`src/rtl/clkdiv_prog_if.sv`:
```
// Control and output bundle for the multi-channel programmable clock divider.
// The divider core takes the slave view; its driver takes the master view.
interface clkdiv_prog_if #(
    parameter int WIDTH = 16,
    parameter int CH    = 2
);
    logic [CH-1:0]       en;
    logic [CH-1:0]       mode;
    logic [CH-1:0]       load;
    logic [CH*WIDTH-1:0] div_in;
    logic [CH-1:0]       clkout;
    logic [CH-1:0]       tick;
    logic [CH-1:0]       pending;

    modport master (
        output en, mode, load, div_in,
        input  clkout, tick, pending
    );

    modport slave (
        input  en, mode, load, div_in,
        output clkout, tick, pending
    );
endinterface

```
`src/rtl/clkdiv_prog.sv`:
```
// Multi-channel programmable clock divider with square or pulse output.
// New divisors are staged and take effect only at the channel's wrap edge.
module clkdiv_prog #(
    parameter int WIDTH       = 16,
    parameter int CH          = 2,
    parameter int DEFAULT_DIV = 100
) (
    input logic          clkin,
    input logic          clrn,
    clkdiv_prog_if.slave bus
);
    typedef logic [WIDTH-1:0] word_t;

    localparam word_t DEF_D = word_t'(DEFAULT_DIV);
    localparam word_t ONE   = word_t'(1);
    localparam word_t TWO   = word_t'(2);

    word_t         cnt_q [CH];
    word_t         div_q [CH];
    word_t         pdiv_q[CH];
    logic [CH-1:0] pend_q;
    logic [CH-1:0] clk_q;
    logic [CH-1:0] tick_q;

    word_t         cnt_d [CH];
    word_t         div_d [CH];
    word_t         ldv_d [CH];
    logic [CH-1:0] wrap_d;
    logic [CH-1:0] sq_d;

    always_comb begin
        for (int k = 0; k < CH; k++) begin
            ldv_d[k] = bus.div_in[k*WIDTH +: WIDTH];
            if (ldv_d[k] < TWO) begin
                ldv_d[k] = TWO;
            end
            wrap_d[k] = (cnt_q[k] == (div_q[k] - ONE));
            cnt_d[k]  = wrap_d[k] ? '0 : (cnt_q[k] + ONE);
            // The staged divisor already governs the period starting here.
            div_d[k]  = (wrap_d[k] && pend_q[k]) ? pdiv_q[k] : div_q[k];
            sq_d[k]   = (cnt_d[k] < (div_d[k] >> 1));
        end
    end

    always_ff @(posedge clkin or negedge clrn) begin
        if (!clrn) begin
            for (int k = 0; k < CH; k++) begin
                cnt_q[k]  <= DEF_D - ONE;
                div_q[k]  <= DEF_D;
                pdiv_q[k] <= '0;
            end
            pend_q <= '0;
            clk_q  <= '0;
            tick_q <= '0;
        end else begin
            for (int k = 0; k < CH; k++) begin
                if (bus.en[k]) begin
                    cnt_q[k]  <= cnt_d[k];
                    div_q[k]  <= div_d[k];
                    tick_q[k] <= wrap_d[k];
                    clk_q[k]  <= bus.mode[k] ? wrap_d[k] : sq_d[k];
                    if (wrap_d[k]) begin
                        pend_q[k] <= 1'b0;
                    end
                end else begin
                    tick_q[k] <= 1'b0;
                end
                // A load on the wrap edge stays pending for the next wrap.
                if (bus.load[k]) begin
                    pdiv_q[k] <= ldv_d[k];
                    pend_q[k] <= 1'b1;
                end
            end
        end
    end

    assign bus.clkout  = clk_q;
    assign bus.tick    = tick_q;
    assign bus.pending = pend_q;
endmodule

```
`src/flat_wrapper.sv`:
```
// flat-port wrapper written by rule: the top's interface ports become plain ports
module clkdiv_prog_flat 
#(
    parameter int WIDTH       = 16,
    parameter int CH          = 2,
    parameter int DEFAULT_DIV = 100
)
  (clkin, clrn, bus_en, bus_mode, bus_load, bus_div_in, bus_clkout, bus_tick, bus_pending);
  clkdiv_prog_if #(.WIDTH(WIDTH), .CH(CH)) bus_i ();
  input logic clkin;
  input logic clrn;
  input wire logic [$bits(bus_i.en)-1:0] bus_en;
  input wire logic [$bits(bus_i.mode)-1:0] bus_mode;
  input wire logic [$bits(bus_i.load)-1:0] bus_load;
  input wire logic [$bits(bus_i.div_in)-1:0] bus_div_in;
  output wire logic [$bits(bus_i.clkout)-1:0] bus_clkout;
  output wire logic [$bits(bus_i.tick)-1:0] bus_tick;
  output wire logic [$bits(bus_i.pending)-1:0] bus_pending;
  assign bus_i.en = bus_en;
  assign bus_i.mode = bus_mode;
  assign bus_i.load = bus_load;
  assign bus_i.div_in = bus_div_in;
  assign bus_clkout = bus_i.clkout;
  assign bus_tick = bus_i.tick;
  assign bus_pending = bus_i.pending;
  clkdiv_prog #(.WIDTH(WIDTH), .CH(CH), .DEFAULT_DIV(DEFAULT_DIV)) u_core (.clkin(clkin), .clrn(clrn), .bus(bus_i));
endmodule
```
`config.mk`:
```
export PLATFORM = sky130hd
export DESIGN_NAME = clkdiv_prog_flat
export DESIGN_NICKNAME = d
export VERILOG_FILES = /design/src/rtl/clkdiv_prog_if.sv /design/src/rtl/clkdiv_prog.sv /design/src/flat_wrapper.sv
export SDC_FILE = /design/constraint.sdc
export NUM_CORES = 1
export LEC_CHECK = 0
export BUFFER_PORTS_ARGS = -buffer_cell sky130_fd_sc_hd__buf_2
export CAP_MARGIN = 0
export CORE_MARGIN = 10
export CORE_UTILIZATION = 44
export DETAILED_ROUTE_END_ITERATION = 7
export SYNTH_ARGS = -nofsm -noshare
export SYNTH_HDL_FRONTEND = slang
export SYNTH_SLANG_ARGS = --single-unit
```
`constraint.sdc`:
```
create_clock -name clkin -period 9.9 [get_ports clkin]
set_clock_uncertainty 0.05 [all_clocks]
set_input_delay 1.98 -clock clkin [delete_from_list [all_inputs] [get_ports clkin]]
set_output_delay 1.98 -clock clkin [all_outputs]
set_load 0.02 [all_outputs]
```
==> impl_metrics.env <==
export IMPL_hold_depth=1
export IMPL_std_cell_rows=44
export IMPL_p_leak_nw=3.36
export IMPL_period_needed_ns=5.00
export IMPL_grt_antenna_before_repair=1
export IMPL_fin_nets=722
export IMPL_yosysTopAreaCell="dfrtp_1"
export IMPL_yosysMostFrequentCell="dfrtp_1"
export IMPL_worst_pin_slew_ns=0.946
export IMPL_wl_per_cell_um=19.2
export IMPL_fillerInstances=1363
export IMPL_via_count=4774
export IMPL_hpwl_um=12200
export IMPL_cts_buffers=9
export IMPL_grt_pass1_vias=4914
export IMPL_r2r_end="u_core.bus.clkout[1]$_DFFE_PN0P_"
export IMPL_power_density_mw_per_mm2=165
export IMPL_syn_inst=627
export IMPL_yosys_area_top_type_share_pct=33.3
export IMPL_share_comb_of_total_power_pct=26.4
export IMPL_hold_viol=0
export IMPL_start_util_pct=45.1
export IMPL_clock_sinks=102
export IMPL_core_area_mm2=0.0146
export IMPL_vdd_drop_max_mv=0.0835
export IMPL_synth_async_reset_ratio_pct=100
export IMPL_critPathKind="flip-flop to flip-flop"
export IMPL_maxCapViolCount=0
export IMPL_r2r_slack_ns=4.90
export IMPL_dpl_worst_slack_ns=4.99
export IMPL_post_cts_buffers=0
export IMPL_avgSynthCellArea_um2=10.5
export IMPL_p_seq_share_pct=44.4
export IMPL_period_share_pct=50.6
export IMPL_netlist_area_mm2=0.00661
export IMPL_grt_pass1_wl_um=26000
export IMPL_die_x_um=143
export IMPL_synthTopCellsByCount="88 x dfrtp_1, 76 x mux2_2, 48 x nor2_1"
export IMPL_io_pins=46
export IMPL_fin_setup_tns_ns=0
export IMPL_cts_resized=0
export IMPL_intPower_uw=800
export IMPL_crit_path_start_kind="flip-flop"
export IMPL_grt_max_degree=56
export IMPL_cp_max_fo=15
export IMPL_setup_viol=0
export IMPL_drc_errors=0
export IMPL_clock_path_buffers=2
export IMPL_worst_r2r_path_depth=15
export IMPL_synth_cell_types=59
export IMPL_power_switching_uw=387
export IMPL_swShare_pct=32.6
export IMPL_portBuffers=45
export IMPL_final_max_slew_violation_count=0
export IMPL_power_share_clock_pct=29.2
export IMPL_power_mw=1.19
export IMPL_post_drt_via_cell_ratio=5.68
export IMPL_overflow=0
export IMPL_cts_tree="built"
export IMPL_crit_arrival_ns=5.22
export IMPL_end_kind="flip-flop"
export IMPL_ys_seq_elements=102
export IMPL_r2r_start="u_core.div_q[0]$_DFFE_PN0P_"
export IMPL_gr_usage_all_layers_pct=16.2
export IMPL_path_clk_slew_ns=0.07
export IMPL_yosysWarnings=0
export IMPL_worstHoldEndpoint="u_core.cnt_q[16]$_DFFE_PN1P_"
export IMPL_drtIter0Drc=264
export IMPL_clock_latency_ns=0.36
export IMPL_cts_htree_levels=3
export IMPL_status="complete, no violations"
export IMPL_syn_nets=699
export IMPL_cts_root_buf="clkbuf_16"
export IMPL_first_pass_iters=4
export IMPL_synth_edff_count=0
export IMPL_relSlewSlack_pct=36.7
export IMPL_ant_nets=0
export IMPL_wl_um=16200
export IMPL_ys_seq_area_share_pct=38.9
export IMPL_worstPathRequired_ns=10.12
export IMPL_layout_drive_gt1_share_pct=25.8
export IMPL_flow_area_growth_from_synthesis_pct=9.02
export IMPL_hp_start="u_core.cnt_q[16]$_DFFE_PN1P_"
export IMPL_hold_buffers=0
export IMPL_gp_congestion=0.893
export IMPL_fmax_ghz=0.200
export IMPL_worstHoldPathType="flip-flop to flip-flop"
export IMPL_worst_slack_ns=4.90
export IMPL_netlist_top_cells_area="dfrtp_1 33%, mux2_2 13%, ha_1 6.1%"
export IMPL_dieHeight_um=143
export IMPL_die_area_mm2=0.0203
export IMPL_rsz0062_at_grt="no"
export IMPL_synth_flop_cell="dfrtp_1"
flip-flops by register name, indices dropped and copies added, names as in the netlist:
| name | flops |
|---|---|
| u_core.bus.pending | 2 |
| u_core.cnt_q | 32 |
| u_core.pdiv_q | 32 |
| u_core.bus.clkout | 2 |
| u_core.bus.tick | 2 |
| u_core.div_q | 32 |
how the worst max path moves through the flow:
stage	start	to	slack [ns]
2_1_floorplan	u_core.div_q[0]$_DFFE_PN0P_	u_core.bus.clkout[1]$_DFFE_PN0P_	5.75
3_3_place_gp	u_core.div_q[0]$_DFFE_PN0P_	u_core.bus.clkout[1]$_DFFE_PN0P_	5.08
3_5_place_dp	u_core.div_q[0]$_DFFE_PN0P_	u_core.bus.clkout[1]$_DFFE_PN0P_	4.99
4_1_cts	u_core.div_q[0]$_DFFE_PN0P_	u_core.bus.clkout[1]$_DFFE_PN0P_	4.91
5_1_grt	u_core.div_q[0]$_DFFE_PN0P_	u_core.bus.clkout[1]$_DFFE_PN0P_	4.56
6_report	u_core.div_q[0]$_DFFE_PN0P_	u_core.bus.clkout[1]$_DFFE_PN0P_	4.90
per-stage QoR:
step / utilization [%] / area, µm² / hold slack, ns / instances
6_report: 49.2 / 7200 / 0.480 / 840
5_1_grt: 49.2 / 7200 / 0.492 / 839
4_1_cts: 49.2 / 7200 / 0.485 / 839
3_5_place_dp: 47.2 / 6920 / 0.468 / 823
3_3_place_gp: 47.2 / 6920 / 0.459 / 823
2_1_floorplan: - / 6610 / 0.438 / 627
layer usage:
metal	GRT usage, %	up-vias	wire length (µm)
li1	-	2319	-
met1	21.0	2356	7520
met2	26.0	84	7660
met3	3.91	15	749
met4	5.21	0	238
met5	0	-	0
critical path, cell delays in order, from the launching register on:
cell	delay (ns)
dfrtp_1	0.44
inv_1	0.08
ha_1	0.21
or4b_1	0.50
or4_1	0.44
xnor2_1	0.15
nand4_1	0.11
nor4_2	0.35
nand3_1	0.72
mux2i_1	0.41
ha_1	0.28
a21o_1	0.16
a2111oi_0	0.39
o221ai_1	0.22
a311o_1	0.32
o211ai_1	0.09
cell usage in the layout, fill, tap and decap left out, types with 4 or more instances in the layout:
cell type | netlist | layout
and4_1 | 4 | 4
clkbuf_16 | 0 | 9
a21o_1 | 11 | 11
nand2b_1 | 5 | 5
o31ai_1 | 4 | 4
and2_1 | 4 | 4
xor2_1 | 31 | 31
mux2i_1 | 32 | 32
a21oi_1 | 10 | 10
nand4_1 | 22 | 22
dfrtp_1 | 88 | 88
xnor2_1 | 42 | 42
nor2b_1 | 4 | 4
nor4_1 | 11 | 11
nor2_1 | 48 | 48
ha_1 | 32 | 32
a31oi_1 | 6 | 6
mux2_2 | 76 | 76
nand3b_1 | 4 | 4
buf_2 | 8 | 44
and3_1 | 7 | 7
dfstp_2 | 14 | 14
nor3_1 | 12 | 12
mux2_4 | 8 | 8
nand3_1 | 20 | 20
inv_1 | 17 | 17
or4_1 | 4 | 4
nand2_1 | 25 | 25
o21ai_0 | 13 | 13
final cells by class:
type | count | area [µm²] | share of cell area, %
multi-input cells | 473 | 3810 | 52.9
repair buffers | 47 | 243 | 3.37
diodes | 1 | 2.50 | 0.0347
well taps | 184 | 230 | 3.20
clock inverters | 5 | 41.3 | 0.573
flip-flops and latches | 102 | 2570 | 35.7
inverters | 17 | 63.8 | 0.886
clock buffers | 11 | 243 | 3.37
power groups by stage:
stage / clock network (mW) / logic (mW) / registers [mW]
CTS: 0.358 / 0.314 / 0.526
finish: 0.347 / 0.314 / 0.527
floorplan: 0 / 0.246 / 0.505
detailed placement: 0 / 0.310 / 0.534
global placement: 0 / 0.300 / 0.533
global route: 0.376 / 0.354 / 0.534
cell families (layout without fill, tap and decap cells):
kind of cell / Yosys count / in the layout / synth area share [%]
compound gates: 68 / 68 / 7.18
simple gates: 184 / 184 / 15.1
fa+ha+maj: 32 / 32 / 6.06
mux: 116 / 116 / 19.6
other cells: 0 / 1 / 0
xor+xnor: 73 / 73 / 9.68
buf+inv: 52 / 80 / 3.45
flops: 102 / 102 / 38.9
Note: power is estimated with default switching activity, not from simulation.
